File: config.mk
export PLATFORM = sky130hd
export DESIGN_NAME = timer_ctrl
export DESIGN_NICKNAME = d
export VERILOG_FILES = /design/src/rtl/timer_pkg.sv /design/src/rtl/btn_sync.sv /design/src/rtl/timer_ctrl.sv
export SDC_FILE = /design/constraint.sdc
export NUM_CORES = 1
export LEC_CHECK = 0
export CORE_ASPECT_RATIO = 0.7
export CORE_MARGIN = 4
export CORE_UTILIZATION = 49
export CTS_CLUSTER_SIZE = 14
export DETAILED_ROUTE_END_ITERATION = 10
export PLACE_DENSITY = 0.88
export SETUP_SLACK_MARGIN = 0.05
export SLEW_MARGIN = 20
export SYNTH_ARGS = -nofsm -noshare
export SYNTH_HDL_FRONTEND = slang
export SYNTH_SLANG_ARGS = --single-unit
File: constraint.sdc
create_clock -name clk -period 1.87 [get_ports clk]
set_input_delay 0.2805 -clock clk [delete_from_list [all_inputs] [get_ports clk]]
set_output_delay 0.2805 -clock clk [all_outputs]
set_load 0.02 [all_outputs]
File: src/rtl/timer_pkg.sv
// Shared FSM state encoding and button index constants for timer_ctrl.
package timer_pkg;

  typedef enum logic [2:0] {
    IDLE    = 3'd0,
    SET_MIN = 3'd1,
    SET_SEC = 3'd2,
    RUN     = 3'd3,
    PAUSE   = 3'd4,
    ALARM   = 3'd5
  } state_t;

  localparam int NUM_BTNS  = 5;
  localparam int BTN_CLR   = 0;
  localparam int BTN_START = 1;
  localparam int BTN_MODE  = 2;
  localparam int BTN_UP    = 3;
  localparam int BTN_DOWN  = 4;

endpackage

File: src/rtl/btn_sync.sv
// Per-button synchronizer + registered rising-edge press pulse.
// Optional hold auto-repeat when TIMER_CTRL_AUTOREPEAT_EN is defined.
module btn_sync #(
  parameter int SYNC_STAGES   = 2,
  parameter int REPEAT_DELAY  = 500,
  parameter int REPEAT_PERIOD = 100
) (
  input  logic clk,
  input  logic rst,
  input  logic raw,
  output logic press
);

  logic [SYNC_STAGES-1:0] sync;
  logic lvl, prev, rise, rep;

  assign lvl  = sync[SYNC_STAGES-1];
  assign rise = lvl & ~prev;

  if (SYNC_STAGES < 2 || REPEAT_DELAY < 2 || REPEAT_PERIOD < 1) begin : g_cfg_err
    $error("btn_sync: illegal parameter values");
  end

  always_ff @(posedge clk or negedge rst) begin
    if (!rst) begin
      sync  <= '0;
      prev  <= 1'b0;
      press <= 1'b0;
    end else begin
      sync  <= {sync[SYNC_STAGES-2:0], raw};
      prev  <= lvl;
      press <= rise | rep;
    end
  end

`ifdef TIMER_CTRL_AUTOREPEAT_EN
  localparam int RMAX = (REPEAT_DELAY > REPEAT_PERIOD) ? REPEAT_DELAY : REPEAT_PERIOD;
  localparam int RW   = $clog2(RMAX + 1);

  logic [RW-1:0] rcnt;
  logic          rep_phase;

  // The press cycle counts as hold cycle 1, so a hold of N cycles sees a
  // repeat exactly on its last cycle when N hits the delay/period grid.
  assign rep = lvl & prev &
               (rcnt == (rep_phase ? RW'(REPEAT_PERIOD - 1) : RW'(REPEAT_DELAY - 1)));

  always_ff @(posedge clk or negedge rst) begin
    if (!rst) begin
      rcnt      <= '0;
      rep_phase <= 1'b0;
    end else if (!lvl) begin
      rcnt      <= '0;
      rep_phase <= 1'b0;
    end else if (rise) begin
      rcnt      <= RW'(1);
      rep_phase <= 1'b0;
    end else if (rep) begin
      rcnt      <= '0;
      rep_phase <= 1'b1;
    end else begin
      rcnt      <= rcnt + RW'(1);
    end
  end
`else
  assign rep = 1'b0;
`endif

endmodule

File: src/rtl/timer_ctrl.sv
// Countdown-timer control FSM: button handling, set/run/pause/alarm sequencing.
// Define TIMER_CTRL_AUTOREPEAT_EN to enable hold auto-repeat on the buttons.
module timer_ctrl
  import timer_pkg::*;
#(
  parameter int SYNC_STAGES   = 2,
  parameter int ALARM_CYCLES  = 10000,
  parameter int REPEAT_DELAY  = 500,
  parameter int REPEAT_PERIOD = 100
) (
  input  logic       clk,
  input  logic       rst,
  input  logic       btn_start,
  input  logic       btn_mode,
  input  logic       btn_up,
  input  logic       btn_down,
  input  logic       btn_clr,
  input  logic [6:0] t_min,
  input  logic [6:0] t_sec,
  input  logic [9:0] t_msec,
  input  logic       end_sig,
  output logic       enable,
  output logic       zero,
  output logic       im,
  output logic       dm,
  output logic       is,
  output logic       ds,
  output logic [2:0] state,
  output logic       sel_min,
  output logic       sel_sec,
  output logic       buzzer
);

  localparam int AW = $clog2(ALARM_CYCLES + 1);

  logic [NUM_BTNS-1:0] raw, ev;
  state_t              st, nxt;
  logic [AW-1:0]       acnt;
  logic [3:0]          pls_n;  // {im, dm, is, ds}
  logic                zero_n, nz, timeout;

  assign raw[BTN_CLR]   = btn_clr;
  assign raw[BTN_START] = btn_start;
  assign raw[BTN_MODE]  = btn_mode;
  assign raw[BTN_UP]    = btn_up;
  assign raw[BTN_DOWN]  = btn_down;

  for (genvar i = 0; i < NUM_BTNS; i++) begin : g_btn
    btn_sync #(
      .SYNC_STAGES  (SYNC_STAGES),
      .REPEAT_DELAY (REPEAT_DELAY),
      .REPEAT_PERIOD(REPEAT_PERIOD)
    ) u_sync (
      .clk  (clk),
      .rst  (rst),
      .raw  (raw[i]),
      .press(ev[i])
    );
  end

  assign nz      = |{t_min, t_sec, t_msec};
  assign timeout = (acnt >= AW'(ALARM_CYCLES - 1));
  assign state   = st;

  // Priority chain: only the highest-priority press event is acted on.
  always_comb begin
    nxt    = st;
    zero_n = 1'b0;
    pls_n  = 4'b0000;
    if (ev[BTN_CLR]) begin
      nxt    = IDLE;
      zero_n = 1'b1;
    end else begin
      case (st)
        IDLE, SET_MIN, SET_SEC: begin
          if (ev[BTN_START]) begin
            if (nz) nxt = RUN;
          end else if (ev[BTN_MODE]) begin
            nxt = (st == IDLE) ? SET_MIN : (st == SET_MIN) ? SET_SEC : IDLE;
          end else if (ev[BTN_UP]) begin
            pls_n = (st == SET_MIN) ? 4'b1000 : (st == SET_SEC) ? 4'b0010 : 4'b0000;
          end else if (ev[BTN_DOWN]) begin
            pls_n = (st == SET_MIN) ? 4'b0100 : (st == SET_SEC) ? 4'b0001 : 4'b0000;
          end
        end
        RUN: begin
          if (ev[BTN_START]) nxt = PAUSE;
          else if (end_sig)  nxt = ALARM;
        end
        PAUSE:   if (ev[BTN_START] && nz) nxt = RUN;
        ALARM:   if (|ev || timeout) nxt = IDLE;
        default: nxt = IDLE;
      endcase
    end
  end

  always_ff @(posedge clk or negedge rst) begin
    if (!rst) begin
      st      <= IDLE;
      acnt    <= '0;
      enable  <= 1'b0;
      zero    <= 1'b0;
      im      <= 1'b0;
      dm      <= 1'b0;
      is      <= 1'b0;
      ds      <= 1'b0;
      sel_min <= 1'b0;
      sel_sec <= 1'b0;
      buzzer  <= 1'b0;
    end else begin
      st               <= nxt;
      enable           <= (nxt == RUN);
      sel_min          <= (nxt == SET_MIN);
      sel_sec          <= (nxt == SET_SEC);
      buzzer           <= (nxt == ALARM);
      zero             <= zero_n;
      {im, dm, is, ds} <= pls_n;
      if (st == ALARM && nxt == ALARM)
        acnt <= (acnt == AW'(ALARM_CYCLES)) ? acnt : acnt + AW'(1);
      else
        acnt <= '0;
    end
  end

endmodule

Word level (Yosys, flattened, before mapping). Cells that the tools add are included.

Multiply operators: 0. Bitwise operators: 10. Equality and inequality tests: 11. Multiplexer cells: 24. Shift operators: 0. Add/subtract/negate cells: 1. Reductions and logical operators: 7. Magnitude comparators: 1. Divide/modulo/power cells: 0.

Operators with widths (count): two-way mux 3 bit (10); two-way mux 14 bit (2); two-way mux 4 bit (6); OR reduction 24 bit (1); adder 14 x 1 -> 14 bit (second input constant) (1); == test 14 bit (second input constant) (1); >= comparator 14 bit (second input constant) (1); == test 3 x 2 -> 1 bit (second input constant) (4); case mux 3 bit (4 select lines) (1); == test 3 bit (second input constant) (3); == test 3 x 1 -> 1 bit (second input constant) (2); two-way mux 2 bit (3); AND 1 bit (5); inverter 1 bit (5); OR reduction 5 bit (1); zero test 3 bit (1); OR reduction 3 bit (1); logical AND 1 bit (2); two-way mux 1 bit (2); != test 2 bit (second input constant) (1); logical OR 1 bit (1).

Flip-flop bits (word level): 46. Memories: 0. Memory bits (read-only): 0. Logic and storage cells: 80. Bits in latches: 0. Memory bits (writable): 0. Input bits: 32. Output and inout port bits: 12.

Longest topological paths before layout.
Depth in word-level cells: 10. Gate-level depth with buffers: 8. Mapped depth without buffers: 8.

By module. Synthesis repeated with hierarchy kept, for this count alone.

Cells, all modules: 167. Area, all modules: 1915.6 um^2.

Modules (own cells, without submodules): timer_ctrl (cells an instance 142, times used 1, area each 1346.3 um^2, sequential area each 650.6 um^2); btn_sync (cells an instance 5, times used 5, area each 113.9 um^2, sequential area each 100.1 um^2).

Least setup slack after synthesis. Ideal clock, no wire load.

Kind: register to register. Start point: reg st[1], in the netlist state[1]. End point: reg sel_sec. Setup slack: 0.213 ns. Path buffers: 1. Stages on the path, launching flop included: 8. Period minus slack after synthesis: 1.657 ns. Data arrival time: 1.538 ns. Cells stage by stage: dfrtp_1 buf_2 nor4bb_1 nand3_1 a21o_1 o21ai_1 a211oi_2 and2_1.

Longest elaborated chain between the ends: 8. Elaborated cells between the ends (all ways): 19. Classes of those cells: eq/ne: 6; mux: 11; reduce/logical: 2.

RTL lines: start: declaration (line timer_ctrl.sv:37) `state_t st, nxt;`; start signal: assignment (line timer_ctrl.sv:111) `st <= nxt;`; == test 3 x 1 -> 1 bit (line timer_ctrl.sv:74, timer_ctrl.sv:79); two-way mux 2 bit (2 in a row) (line timer_ctrl.sv:79) `nxt = (st == IDLE) ? SET_MIN : (st == SET_MIN) ? SET_SEC : IDLE;`; two-way mux 3 bit (line timer_ctrl.sv:78) `end else if (ev[BTN_MODE]) begin`; two-way mux 3 bit (line timer_ctrl.sv:76) `if (ev[BTN_START]) begin`; case mux 3 bit (4 select lines) * (line timer_ctrl.sv:74) `case (st)`; two-way mux 3 bit * (line timer_ctrl.sv:70) `if (ev[BTN_CLR]) begin`; == test 3 x 2 -> 1 bit * (line timer_ctrl.sv:114) `sel_sec <= (nxt == SET_SEC);`; end signal: assignment (line timer_ctrl.sv:114); end: declaration (line timer_ctrl.sv:30) `output logic sel_sec,`.

Mark *: on every way between the ends. The rest lies on a longest branch, timed or not. A chain may end at the register's enable or synchronous reset.

Worst setup path after layout.
Start point: in t_sec[6]. End point: reg sel_sec.

Longest elaborated chain between the ends: 6. Elaborated cells between the ends (all ways): 8. Classes of those cells: eq/ne: 1; mux: 5; reduce/logical: 2.

RTL lines: start: declaration (line timer_ctrl.sv:19) `input logic [6:0] t_sec,`; OR reduction 24 bit * (line timer_ctrl.sv:61) `assign nz = |{t_min, t_sec, t_msec};`; two-way mux 3 bit / logical AND 1 bit (equally long branches) (line timer_ctrl.sv:77, timer_ctrl.sv:90); two-way mux 3 bit (on tied branches) (line timer_ctrl.sv:76, timer_ctrl.sv:90); case mux 3 bit (4 select lines) * (line timer_ctrl.sv:74); two-way mux 3 bit * (line timer_ctrl.sv:70); == test 3 x 2 -> 1 bit * (line timer_ctrl.sv:114).

Marked as above.

==> results by group <==
CTS
  • Post-CTS Hold Fix Bufs: 0
  • H-tree Lvls: 2
  • Clock sinks: 46
  • Worst skew pair latency: 0.31 ns
  • CTS tree: built
  • Clk slew on worst S/H paths: 0.09 ns
  • TritonCTS Buffers: 5
  • Clock tree buffer depth: 2
  • CTS root buffer: clkbuf_8

Timing
  • WHS: 0.0320 ns
  • Clock Skews: 0.00574 ns
  • Clock period minus worst slack: 1.74 ns
  • Setup TNS: 0 ns
  • Final Cycle Share: 93.1%
  • Final number of setup-violating endpoints: 0
  • Max-slew violation count: 0
  • Final Hold Fails: 0
  • Slew @ Worst Pin: 0.551 ns
  • Max-slew headroom: 63.2%
  • Max Freq: 0.575 GHz
  • RSZ-0062 raised after global routing: no
  • Setup WS post-layout: 0.129 ns

Floorplanning
  • Chip Width: 82.1 um
  • I/O Pins: 44
  • Die Area: 0.00492 sq mm
  • Rows: 18
  • Core box area: 0.00360 sq mm
  • Height of the die: 59.9 um
  • Initial core utilization: 52.3%

Synth
  • Mapped Area: 0.00189 sq mm
  • Yosys top cell by area: dfrtp_1
  • Synth Register Bits: 46
  • Syn nets: 201
  • Most used DFF post-synth: dfrtp_1
  • Most common cell in the synthesized netlist: dfrtp_1
  • Synth Instances: 167
  • Asr flop ratio synth: 100%
  • Largest cells by area after synthesis: dfrtp_1 61%, nor2_1 4.6%, nand2_1 3.2%
  • Synth cell types: 40
  • Top post-synthesis cells by count: 46 x dfrtp_1, 23 x nor2_1, 16 x nand2_1
  • Ys Warns: 0
  • EDFF count, synth: 0
  • Sequential area share after synthesis: 61.0%
  • Mean area per synthesized cell: 11.3 sq um
  • Synth top area share: 61.0%

GRT
  • Grt ovf: 0
  • Gr usage total: 17.4%
  • Vias in the first global route: 1,390
  • Initial antenna violation count: 0
  • Largest net degree at the start of global routing: 47
  • Global-route wire length before repair: 6110 um

Critical path
  • Worst R2R Start: acnt[0]$_DFFE_PN0P_
  • Worst R2R Path Depth: 8
  • Worst r2r dst: buzzer$_DFF_PN0_
  • CP max FO: 5
  • R2R setup slack: 0.14 ns
  • Critical Path Slowest Stage Cell: clkdlybuf4s50_1
  • CP Cell Sequence: clkdlybuf4s50_1 -> nor4_1 -> nand2_1 -> nor3_4 -> o32ai_1 -> a211oi_2 -> buf_4 -> and2_1
  • CP Launch Type: input port
  • Crit path capture type: flop
  • Crit Path Class: in -> reg
  • Slowest cell delay on critical path: 0.41 ns
  • Worst Path Required: 2.12 ns
  • Worst EP arrival: 1.99 ns

Placed design
  • DP HPWL: 2630 um
  • Final GP Congestion: 0.803
  • Placed cell count: 261
  • Port Buffers: 43
  • Placement Setup Slack: -0.258 ns

Final layout
  • Fillers: 264
  • Fin nets: 254
  • Share of cells above drive strength 1: 11.8%
  • Ant diodes: 0
  • Syn-to-layout area delta: 33.1%
  • Final non-filler cell total: 271

Pwr
  • Peak VDD IR: 744 uV
  • Leak: 1.05 nW
  • PwrDens: 941 mW/mm^2
  • Power, Total: 2.36 mW

Drt
  • Drt first-iter violations: 158
  • DR vias/cell: 5.10
  • Final ANT Viol Nets: 0
  • Per-cell routed wire length: 13.8 um
  • DR DRC count: 0
  • Vias: 1,383
  • Final WL: 3740 um
  • First drt pass iteration count: 4

Flow run
  • MaxCap Viol Count: 0

Hold path
  • Type of the most critical hold path: in -> async

Run status
  • Outcome: completed
## logic make-up after synthesis
| kind of cell | count (synthesis) | share of synthesized area (%) |
|---|---|---|
| multiplexers | 2 | 1.13 |
| XOR/XNOR | 11 | 6.10 |
| AO/OA/AOI/OAI | 15 | 5.71 |
| buffers and inverters | 9 | 2.26 |
| adder cells (fa/ha/maj) | 3 | 1.86 |
| flip-flops | 46 | 61.0 |
| AND/OR/NAND/NOR | 81 | 21.9 |
## stage by stage
stage | instance area (sq um) | util (%)
after global routing | 2510 | 69.7
after global placement | 2380 | 66.1
final | 2510 | 69.7
after CTS | 2480 | 68.7
after detailed placement | 2380 | 66.1
after floorplan | 1890 | -
## worst max-delay path, delay by kind of cell
kind | cells | cell delay [ns]
AND/OR/NAND/NOR | 4 | 0.81
AO/OA/AOI/OAI | 2 | 0.32
buffers and inverters | 2 | 0.57
## cell usage in the layout, fill, tap and decap left out, types with 3 or more instances in the layout
cell type and instances:
clkbuf_8 5, inv_1 6, nor4_1 6, nor2b_1 6, a21oi_1 3, clkdlybuf4s50_1 42, dfrtp_1 44, nor2_1 23
xnor2_1 4, buf_4 6, xor2_1 6, nand2_1 16, nor3_1 10, nand3_1 6
## state kept, by name, indices dropped and copies added, names as in the netlist, 3 cells and up
register and count:
g_btn.u_sync.prev 5, g_btn.u_sync.sync 10, g_btn.u_sync.press 5, state 3
acnt 14
## layer usage
metal	vias to the layer above	GRT usage (%)	routed length, um
met3	5	5.27	369
li1	676	-	-
met2	58	28.3	1640
met4	0	11.1	65
met5	-	0	0
met1	644	20.2	1670
## power by group
part / total [mW] / switching (mW) / internal, mW
logic: 0.577 / 0.277 / 0.300
clock network: 0.629 / 0.361 / 0.267
registers: 1.16 / 0.0805 / 1.08
total: 2.36 / 0.719 / 1.64
## repair_timing
action                     in CTS  in global routing
gates resized for setup         0                  5
setup endpoints to repair       0                  7
buffers inserted                0                  2
## how the worst max path moves through the flow
stage	from	endpoint	cells past startpoint
2_1_floorplan	state[1]$_DFF_PN0_	sel_sec$_DFF_PN0_	7
3_3_place_gp	t_min[1]	sel_sec$_DFF_PN0_	7
3_5_place_dp	t_sec[6]	sel_sec$_DFF_PN0_	7
4_1_cts	state[1]$_DFF_PN0_	state[1]	1
5_1_grt	t_sec[6]	sel_sec$_DFF_PN0_	8
6_report	t_sec[6]	sel_sec$_DFF_PN0_	8
## area by class of cell
cell class,count,area [sq um],share of cell area [%]
flip-flops and latches,46,1150,46.0
multi-input cells,112,708,28.2
repair buffers,49,470,18.7
clock buffers,5,68.8,2.74
well taps,50,62.6,2.49
clock inverters,3,23.8,0.947
inverters,6,22.5,0.897
No activity file was read; power rests on OpenSTA's default activity.
